<file path="src/rtl/alu_dispatch_if.sv">
// rtl/alu_dispatch_if.sv - command and result handshake bundle for alu_dispatch
// The dispatcher is the slave on both ports; the caller side is the master.
interface alu_dispatch_if #(
    parameter int W     = 65,
    parameter int OPW   = 9,
    parameter int TAG_W = 4
);
    logic             cmd_valid;
    logic             cmd_ready;
    logic [OPW-1:0]   cmd_op;
    logic [W-1:0]     cmd_a;
    logic [W-1:0]     cmd_b;
    logic [TAG_W-1:0] cmd_tag;

    logic             res_valid;
    logic             res_ready;
    logic [W-1:0]     res_data;
    logic [TAG_W-1:0] res_tag;
    logic             res_err;

    modport slave (
        input  cmd_valid, cmd_op, cmd_a, cmd_b, cmd_tag, res_ready,
        output cmd_ready, res_valid, res_data, res_tag, res_err
    );

    modport master (
        output cmd_valid, cmd_op, cmd_a, cmd_b, cmd_tag, res_ready,
        input  cmd_ready, res_valid, res_data, res_tag, res_err
    );
endinterface

</file>
<file path="src/rtl/alu_dispatch.sv">
// rtl/alu_dispatch.sv - issue unit for one alu core with error screening and in-order result FIFO
// Two tracking stages mirror the core's registered latency; results land in a credit-protected FIFO.
module alu_dispatch #(
    parameter int W     = 65,
    parameter int OPW   = 9,
    parameter int TAG_W = 4,
    parameter int DEPTH = 4
) (
    input  logic               c,
    input  logic               rst,
    alu_dispatch_if.slave      bus,
    output logic [W-1:0]       alu_a,
    output logic [W-1:0]       alu_b,
    output logic [OPW-1:0]     alu_instr,
    input  logic [W-1:0]       alu_out,
    output logic               busy
);
    localparam int PW = $clog2(DEPTH);
    localparam int CW = PW + 1;
    localparam logic [OPW-1:0] OP_NOOP = OPW'(128);
    localparam logic [OPW-1:0] OP_DIV  = OPW'(3);
    localparam logic [OPW-1:0] OP_MOD  = OPW'(4);

    logic [W-1:0]     alu_a_q, alu_a_d;
    logic [W-1:0]     alu_b_q, alu_b_d;
    logic [OPW-1:0]   alu_instr_q, alu_instr_d;

    logic             s1_valid_q, s1_valid_d;
    logic             s1_err_q, s1_err_d;
    logic [TAG_W-1:0] s1_tag_q, s1_tag_d;
    logic             s2_valid_q;
    logic             s2_err_q;
    logic [TAG_W-1:0] s2_tag_q;

    logic [PW-1:0]    wr_ptr_q, rd_ptr_q;
    logic [CW-1:0]    count_q, count_d;

    logic [W-1:0]     mem_data [DEPTH];
    logic [TAG_W-1:0] mem_tag  [DEPTH];
    logic             mem_err  [DEPTH];

    logic [CW:0]      inflight;
    logic             accept, op_legal, zero_div, is_noop, push, pop;

    // Credit counts everything already issued, so the FIFO can never overflow.
    assign inflight      = {1'b0, count_q} + (CW+1)'(s1_valid_q) + (CW+1)'(s2_valid_q);
    assign bus.cmd_ready = !rst && (inflight < (CW+1)'(DEPTH));
    assign accept        = bus.cmd_valid && bus.cmd_ready;

    assign is_noop  = (bus.cmd_op == OP_NOOP);
    assign op_legal = (bus.cmd_op[OPW-1:4] == '0) || is_noop;
    assign zero_div = ((bus.cmd_op == OP_DIV) || (bus.cmd_op == OP_MOD)) && (bus.cmd_b == '0);

    assign push = s2_valid_q;
    assign pop  = bus.res_valid && bus.res_ready;

    always_comb begin
        alu_a_d     = alu_a_q;
        alu_b_d     = alu_b_q;
        alu_instr_d = OP_NOOP;
        s1_valid_d  = 1'b0;
        s1_err_d    = 1'b0;
        s1_tag_d    = bus.cmd_tag;
        if (accept && !is_noop) begin
            s1_valid_d = 1'b1;
            if (!op_legal || zero_div) begin
                alu_a_d  = '0;
                alu_b_d  = '0;
                s1_err_d = 1'b1;
            end else begin
                alu_a_d     = bus.cmd_a;
                alu_b_d     = bus.cmd_b;
                alu_instr_d = bus.cmd_op;
            end
        end
        count_d = count_q + CW'(push) - CW'(pop);
    end

    always_ff @(posedge c) begin
        if (rst) begin
            alu_a_q     <= '0;
            alu_b_q     <= '0;
            alu_instr_q <= OP_NOOP;
            s1_valid_q  <= 1'b0;
            s1_err_q    <= 1'b0;
            s1_tag_q    <= '0;
            s2_valid_q  <= 1'b0;
            s2_err_q    <= 1'b0;
            s2_tag_q    <= '0;
            wr_ptr_q    <= '0;
            rd_ptr_q    <= '0;
            count_q     <= '0;
        end else begin
            alu_a_q     <= alu_a_d;
            alu_b_q     <= alu_b_d;
            alu_instr_q <= alu_instr_d;
            s1_valid_q  <= s1_valid_d;
            s1_err_q    <= s1_err_d;
            s1_tag_q    <= s1_tag_d;
            s2_valid_q  <= s1_valid_q;
            s2_err_q    <= s1_err_q;
            s2_tag_q    <= s1_tag_q;
            if (push) wr_ptr_q <= wr_ptr_q + PW'(1);
            if (pop)  rd_ptr_q <= rd_ptr_q + PW'(1);
            count_q     <= count_d;
        end
    end

    // Storage is not reset; count gates visibility of stale entries.
    always_ff @(posedge c) begin
        if (!rst && push) begin
            mem_data[wr_ptr_q] <= s2_err_q ? '0 : alu_out;
            mem_tag[wr_ptr_q]  <= s2_tag_q;
            mem_err[wr_ptr_q]  <= s2_err_q;
        end
    end

    assign alu_a     = alu_a_q;
    assign alu_b     = alu_b_q;
    assign alu_instr = alu_instr_q;

    assign bus.res_valid = (count_q != '0);
    assign bus.res_data  = mem_data[rd_ptr_q];
    assign bus.res_tag   = mem_tag[rd_ptr_q];
    assign bus.res_err   = mem_err[rd_ptr_q];

    assign busy = s1_valid_q || s2_valid_q || (count_q != '0);
endmodule
</file>
<file path="src/flat_wrapper.sv">
// flat-port wrapper written by rule: the top's interface ports become plain ports
module alu_dispatch_flat 
#(
    parameter int W     = 65,
    parameter int OPW   = 9,
    parameter int TAG_W = 4,
    parameter int DEPTH = 4
)
  (c, rst, alu_a, alu_b, alu_instr, alu_out, busy, bus_cmd_valid, bus_cmd_op, bus_cmd_a, bus_cmd_b, bus_cmd_tag, bus_res_ready, bus_cmd_ready, bus_res_valid, bus_res_data, bus_res_tag, bus_res_err);
  alu_dispatch_if #(.W(W), .OPW(OPW), .TAG_W(TAG_W)) bus_i ();
  input  logic c;
  input  logic rst;
  output logic [W-1:0] alu_a;
  output logic [W-1:0] alu_b;
  output logic [OPW-1:0] alu_instr;
  input  logic [W-1:0] alu_out;
  output logic busy;
  input wire logic [$bits(bus_i.cmd_valid)-1:0] bus_cmd_valid;
  input wire logic [$bits(bus_i.cmd_op)-1:0] bus_cmd_op;
  input wire logic [$bits(bus_i.cmd_a)-1:0] bus_cmd_a;
  input wire logic [$bits(bus_i.cmd_b)-1:0] bus_cmd_b;
  input wire logic [$bits(bus_i.cmd_tag)-1:0] bus_cmd_tag;
  input wire logic [$bits(bus_i.res_ready)-1:0] bus_res_ready;
  output wire logic [$bits(bus_i.cmd_ready)-1:0] bus_cmd_ready;
  output wire logic [$bits(bus_i.res_valid)-1:0] bus_res_valid;
  output wire logic [$bits(bus_i.res_data)-1:0] bus_res_data;
  output wire logic [$bits(bus_i.res_tag)-1:0] bus_res_tag;
  output wire logic [$bits(bus_i.res_err)-1:0] bus_res_err;
  assign bus_i.cmd_valid = bus_cmd_valid;
  assign bus_i.cmd_op = bus_cmd_op;
  assign bus_i.cmd_a = bus_cmd_a;
  assign bus_i.cmd_b = bus_cmd_b;
  assign bus_i.cmd_tag = bus_cmd_tag;
  assign bus_i.res_ready = bus_res_ready;
  assign bus_cmd_ready = bus_i.cmd_ready;
  assign bus_res_valid = bus_i.res_valid;
  assign bus_res_data = bus_i.res_data;
  assign bus_res_tag = bus_i.res_tag;
  assign bus_res_err = bus_i.res_err;
  alu_dispatch #(.W(W), .OPW(OPW), .TAG_W(TAG_W), .DEPTH(DEPTH)) u_core (.c(c), .rst(rst), .bus(bus_i), .alu_a(alu_a), .alu_b(alu_b), .alu_instr(alu_instr), .alu_out(alu_out), .busy(busy));
endmodule
</file>
<file path="config.mk">
export PLATFORM = sky130hd
export DESIGN_NAME = alu_dispatch_flat
export DESIGN_NICKNAME = d
export VERILOG_FILES = /design/src/rtl/alu_dispatch_if.sv /design/src/rtl/alu_dispatch.sv /design/src/flat_wrapper.sv
export SDC_FILE = /design/constraint.sdc
export NUM_CORES = 1
export LEC_CHECK = 0
export ABC_AREA = 0
export BUFFER_PORTS_ARGS = -buffer_cell sky130_fd_sc_hd__buf_2
export CAP_MARGIN = 20
export CORE_MARGIN = 5
export CORE_UTILIZATION = 35
export CTS_CLUSTER_SIZE = 16
export DETAILED_ROUTE_END_ITERATION = 10
export SYNTH_ARGS = -nofsm -noshare
export SYNTH_HDL_FRONTEND = slang
export SYNTH_SLANG_ARGS = --single-unit
</file>
<file path="constraint.sdc">
create_clock -name c -period 2.7 [get_ports c]
set_clock_uncertainty 0.15 [all_clocks]
set_input_delay 0.27 -clock c [delete_from_list [all_inputs] [get_ports c]]
set_output_delay 0.27 -clock c [all_outputs]
set_load 0.02 [all_outputs]
</file>
==> metrics.yaml <==
synth.distinct_cells: 39
cts_root_buf: "clkbuf_16"
initial_core_util_pct: 35.4
drt_pass1_iterations: 5
hold_ws_ns: 0.0286
period_share_pct: 94.5
detail-route-antenna-nets: 0
drt_iter0_markers: 623
hold_path.class: "input port to flop"
cp.depth: 5
worstPathMaxFanout: 6
fill_cells: 3649
rr_startpoint: "u_core.push"
muxShareOfSynthArea_pct: 10.1
dpl_cell_area_um2: 18800
wirelength_um: 44100
cp-end-kind: "output port"
die_y_um: 222
cts.clk_slew.worst_paths_ns: 0.06
die_x_um: 222
grt_pass1_wl_um: 67700
fin_cells: 2149
synth_xor_area_share_pct: 0.223
clkSinkCount: 440
cts_tree: "built"
synth_top_family_by_area: "multiplexers"
wire_per_inst_um: 20.5
synth.avg_cell_area_um2: 18.3
worstPathRequired_ns: 2.28
htreeDepth: 2
synth_simple_gate_area_share_pct: 5.09
finalMaxSlewViolations: 0
rsz0062_at_grt: "no"
clockBufferDepth: 3
critical-path-slowest-cell: "dfxtp_1"
status: "finished clean"
critical-path-top-delay-family: "compound AO/OA/AOI/OAI gates"
dieArea_um2: 49200
setup_tns_ns: 0
power.leakage_nw: 8.78
hold_violations: 0
synth_compound_area_share_pct: 7.98
place.port_buffers: 423
cts_inserted_buffers: 45
num_vias: 10450
fin_nets: 1741
drive_gt1_share_pct: 38.9
crit_buf_inv: 1
crit_type: "flop to output port"
arrival_ns: 2.13
synth-seq-cells: 440
overflow: 0
syn_inst: 858
period_minus_slack_ns: 2.55
dp_hpwl_um: 28200
ys_seq_area_share_pct: 73.9
crit_path_start_kind: "flop"
synth_warnings: 0
cts_resized: 0
worst-r2r-cell-count: 8
setup_viol: 0
num_io_pins: 424
r2r_slack_ns: 0.25
ir_worst_vdd_uv: 433
numPlacedInstances: 1854
path_cells: "ha_1 -> a21o_1 -> a21oi_2 -> a211oi_2 -> buf_2"
place.gp.congestion: 0.867
fp.coreArea_um2: 44300
yosys.area_share.adder_pct: 0.765
holdCritStartpoint: "bus_res_ready"
hold-path-cell-count: 4
clock_latency_ns: 0.55
netlist_area_um2: 15700
max_freq_mhz: 392
grt_pass1_vias: 11484
r2r_end: "u_core.alu_a[18]"
crit_path_max_incr_delay_ns: 0.38
p_per_area_nw_per_um2: 742
grt_max_degree: 71
grt_usage_pct: 17.5
area.growth.synth_to_final_pct: 42.5
viasPerCell: 4.86
drc: 0
rows: 77
maxCapViolCount: 0
antenna_found_initial: 4
post-route-cell-area_um2: 22400
routing by layer:
| metal | share of wire, % | wire [um] | global-route usage, % | vias up |
|---|---|---|---|---|
| li1 | - | - | - | 4728 |
| met1 | 38 | 16900 | 20.7 | 5128 |
| met2 | 49 | 21700 | 29.6 | 482 |
| met3 | 8.4 | 3710 | 6.01 | 112 |
| met4 | 4.2 | 1860 | 7.12 | 0 |
| met5 | 0 | 0 | 0 | - |
worst reg2reg max path: stages, from the launching register on:
cell      delay [ns]
dfxtp_1         0.46
ha_1            0.28
a21o_1          0.23
a21oi_2         0.28
a211oi_2        0.10
a31oi_4         0.23
buf_12          0.19
buf_12          0.25
a22o_1          0.23
state kept, by name, indices dropped and copies added, names as in the netlist, named ones only:
name / cells
u_core.count_q: 3
u_core.mem_tag: 16
u_core.wr_ptr_q: 2
u_core.push: 1
u_core.alu_instr: 9
u_core.rd_ptr_q: 2
u_core.s2_err_q: 1
u_core.mem_data: 260
u_core.mem_err: 4
u_core.alu_b: 65
u_core.alu_a: 65
u_core.s1_tag_q: 4
u_core.s1_valid_q: 1
u_core.s2_tag_q: 4
u_core.s1_err_q: 1
what timing repair did:
action                                  CTS  global route
hold endpoints to repair                414             0
hold buffers                            211             0
endpoints found under the setup margin    0             1
setup buffers                             0             0
cells in the mapped netlist (all sizes together):
master   instances  share of area (%)
nand3            3              0.096
a21oi            2              0.088
buf             25                1.0
nor4            18               0.81
and3b            1              0.056
and3             5               0.20
xor2             2               0.11
or3              2              0.080
ha               8               0.64
nor2            10               0.24
nor2b           78                3.1
a211oi           1              0.080
inv              8               0.19
edfxtp         280                 54
nor3             1              0.032
a21boi           1              0.048
a31oi            2               0.12
nand2b           1              0.040
o21a             1              0.048
fa               1               0.13
mux2i            1              0.064
dfxtp          160                 20
and2             5               0.20
a21o             2              0.096
mux4            70                 10
a2111o           1              0.072
xnor2            2               0.11
clkbuf          28               0.67
nand2            4               0.11
a2111oi          1               0.18
a22o           130                7.3
conb             1              0.024
nand4            3               0.12
power breakdown:
group	total, W	internal, W	switching [W]
Clock	0.00627	0.00378	0.00249
Combinational	0.00293	0.00135	0.00158
Sequential	0.00740	0.00731	0.0000978
Total	0.0166	0.0124	0.00416
kinds of logic after synthesis:
family          Yosys count
buf+inv                  61
mux                      71
fa+ha+maj                 9
other cells               1
flops                   440
compound gates          141
xor+xnor                  4
simple gates            131
how the worst max path moves through the flow:
stage | end | startpoint
3_3_place_gp | u_core.alu_a[41] | u_core.push
2_1_floorplan | u_core.alu_a[0] | u_core.push
5_1_grt | bus_cmd_ready | u_core.push
3_5_place_dp | u_core.alu_a[37] | u_core.push
6_report | bus_cmd_ready | u_core.push
4_1_cts | bus_cmd_ready | u_core.push
per-stage QoR:
| stage | util [%] | total power, W | worst slack, ns |
|---|---|---|---|
| floorplan | - | 0.00927 | 0.282 |
| finish | 50.5 | 0.0166 | 0.149 |
| detailed placement | 42.3 | 0.0103 | 0.280 |
| global route | 50.5 | 0.0173 | 0.00804 |
| CTS | 50.5 | 0.0168 | 0.0391 |
| global placement | 42.3 | 0.0103 | 0.352 |
layout make-up:
cell class	count	area [um2]	area share [%]
Sequential cell	440	11600	51.9
Timing Repair Buffer	665	4640	20.7
Multi-Input combinational cell	360	3840	17.2
Clock buffer	63	1240	5.54
Tap cell	592	741	3.31
Clock inverter	18	254	1.14
Inverter	8	30.0	0.134
Antenna cell	3	7.51	0.0336
cell usage in the layout, fill, tap and decap left out, types with 4 or more instances in the layout:
cell type | Yosys | final
mux4_2 | 70 | 70
buf_12 | 0 | 14
clkbuf_16 | 0 | 45
a22o_1 | 130 | 130
nor4_1 | 17 | 17
dlygate4sd3_1 | 0 | 211
bufinv_16 | 0 | 6
conb_1 | 1 | 4
buf_2 | 19 | 423
inv_1 | 8 | 8
buf_4 | 1 | 17
ha_1 | 8 | 8
edfxtp_1 | 280 | 280
and3_1 | 5 | 5
and2_4 | 0 | 4
dfxtp_1 | 160 | 157
clkinv_2 | 0 | 5
nor2b_1 | 78 | 78
clkbuf_8 | 0 | 4
nor2_1 | 10 | 10
clkbuf_1 | 28 | 12
No activity file was read; power rests on OpenSTA's default activity.
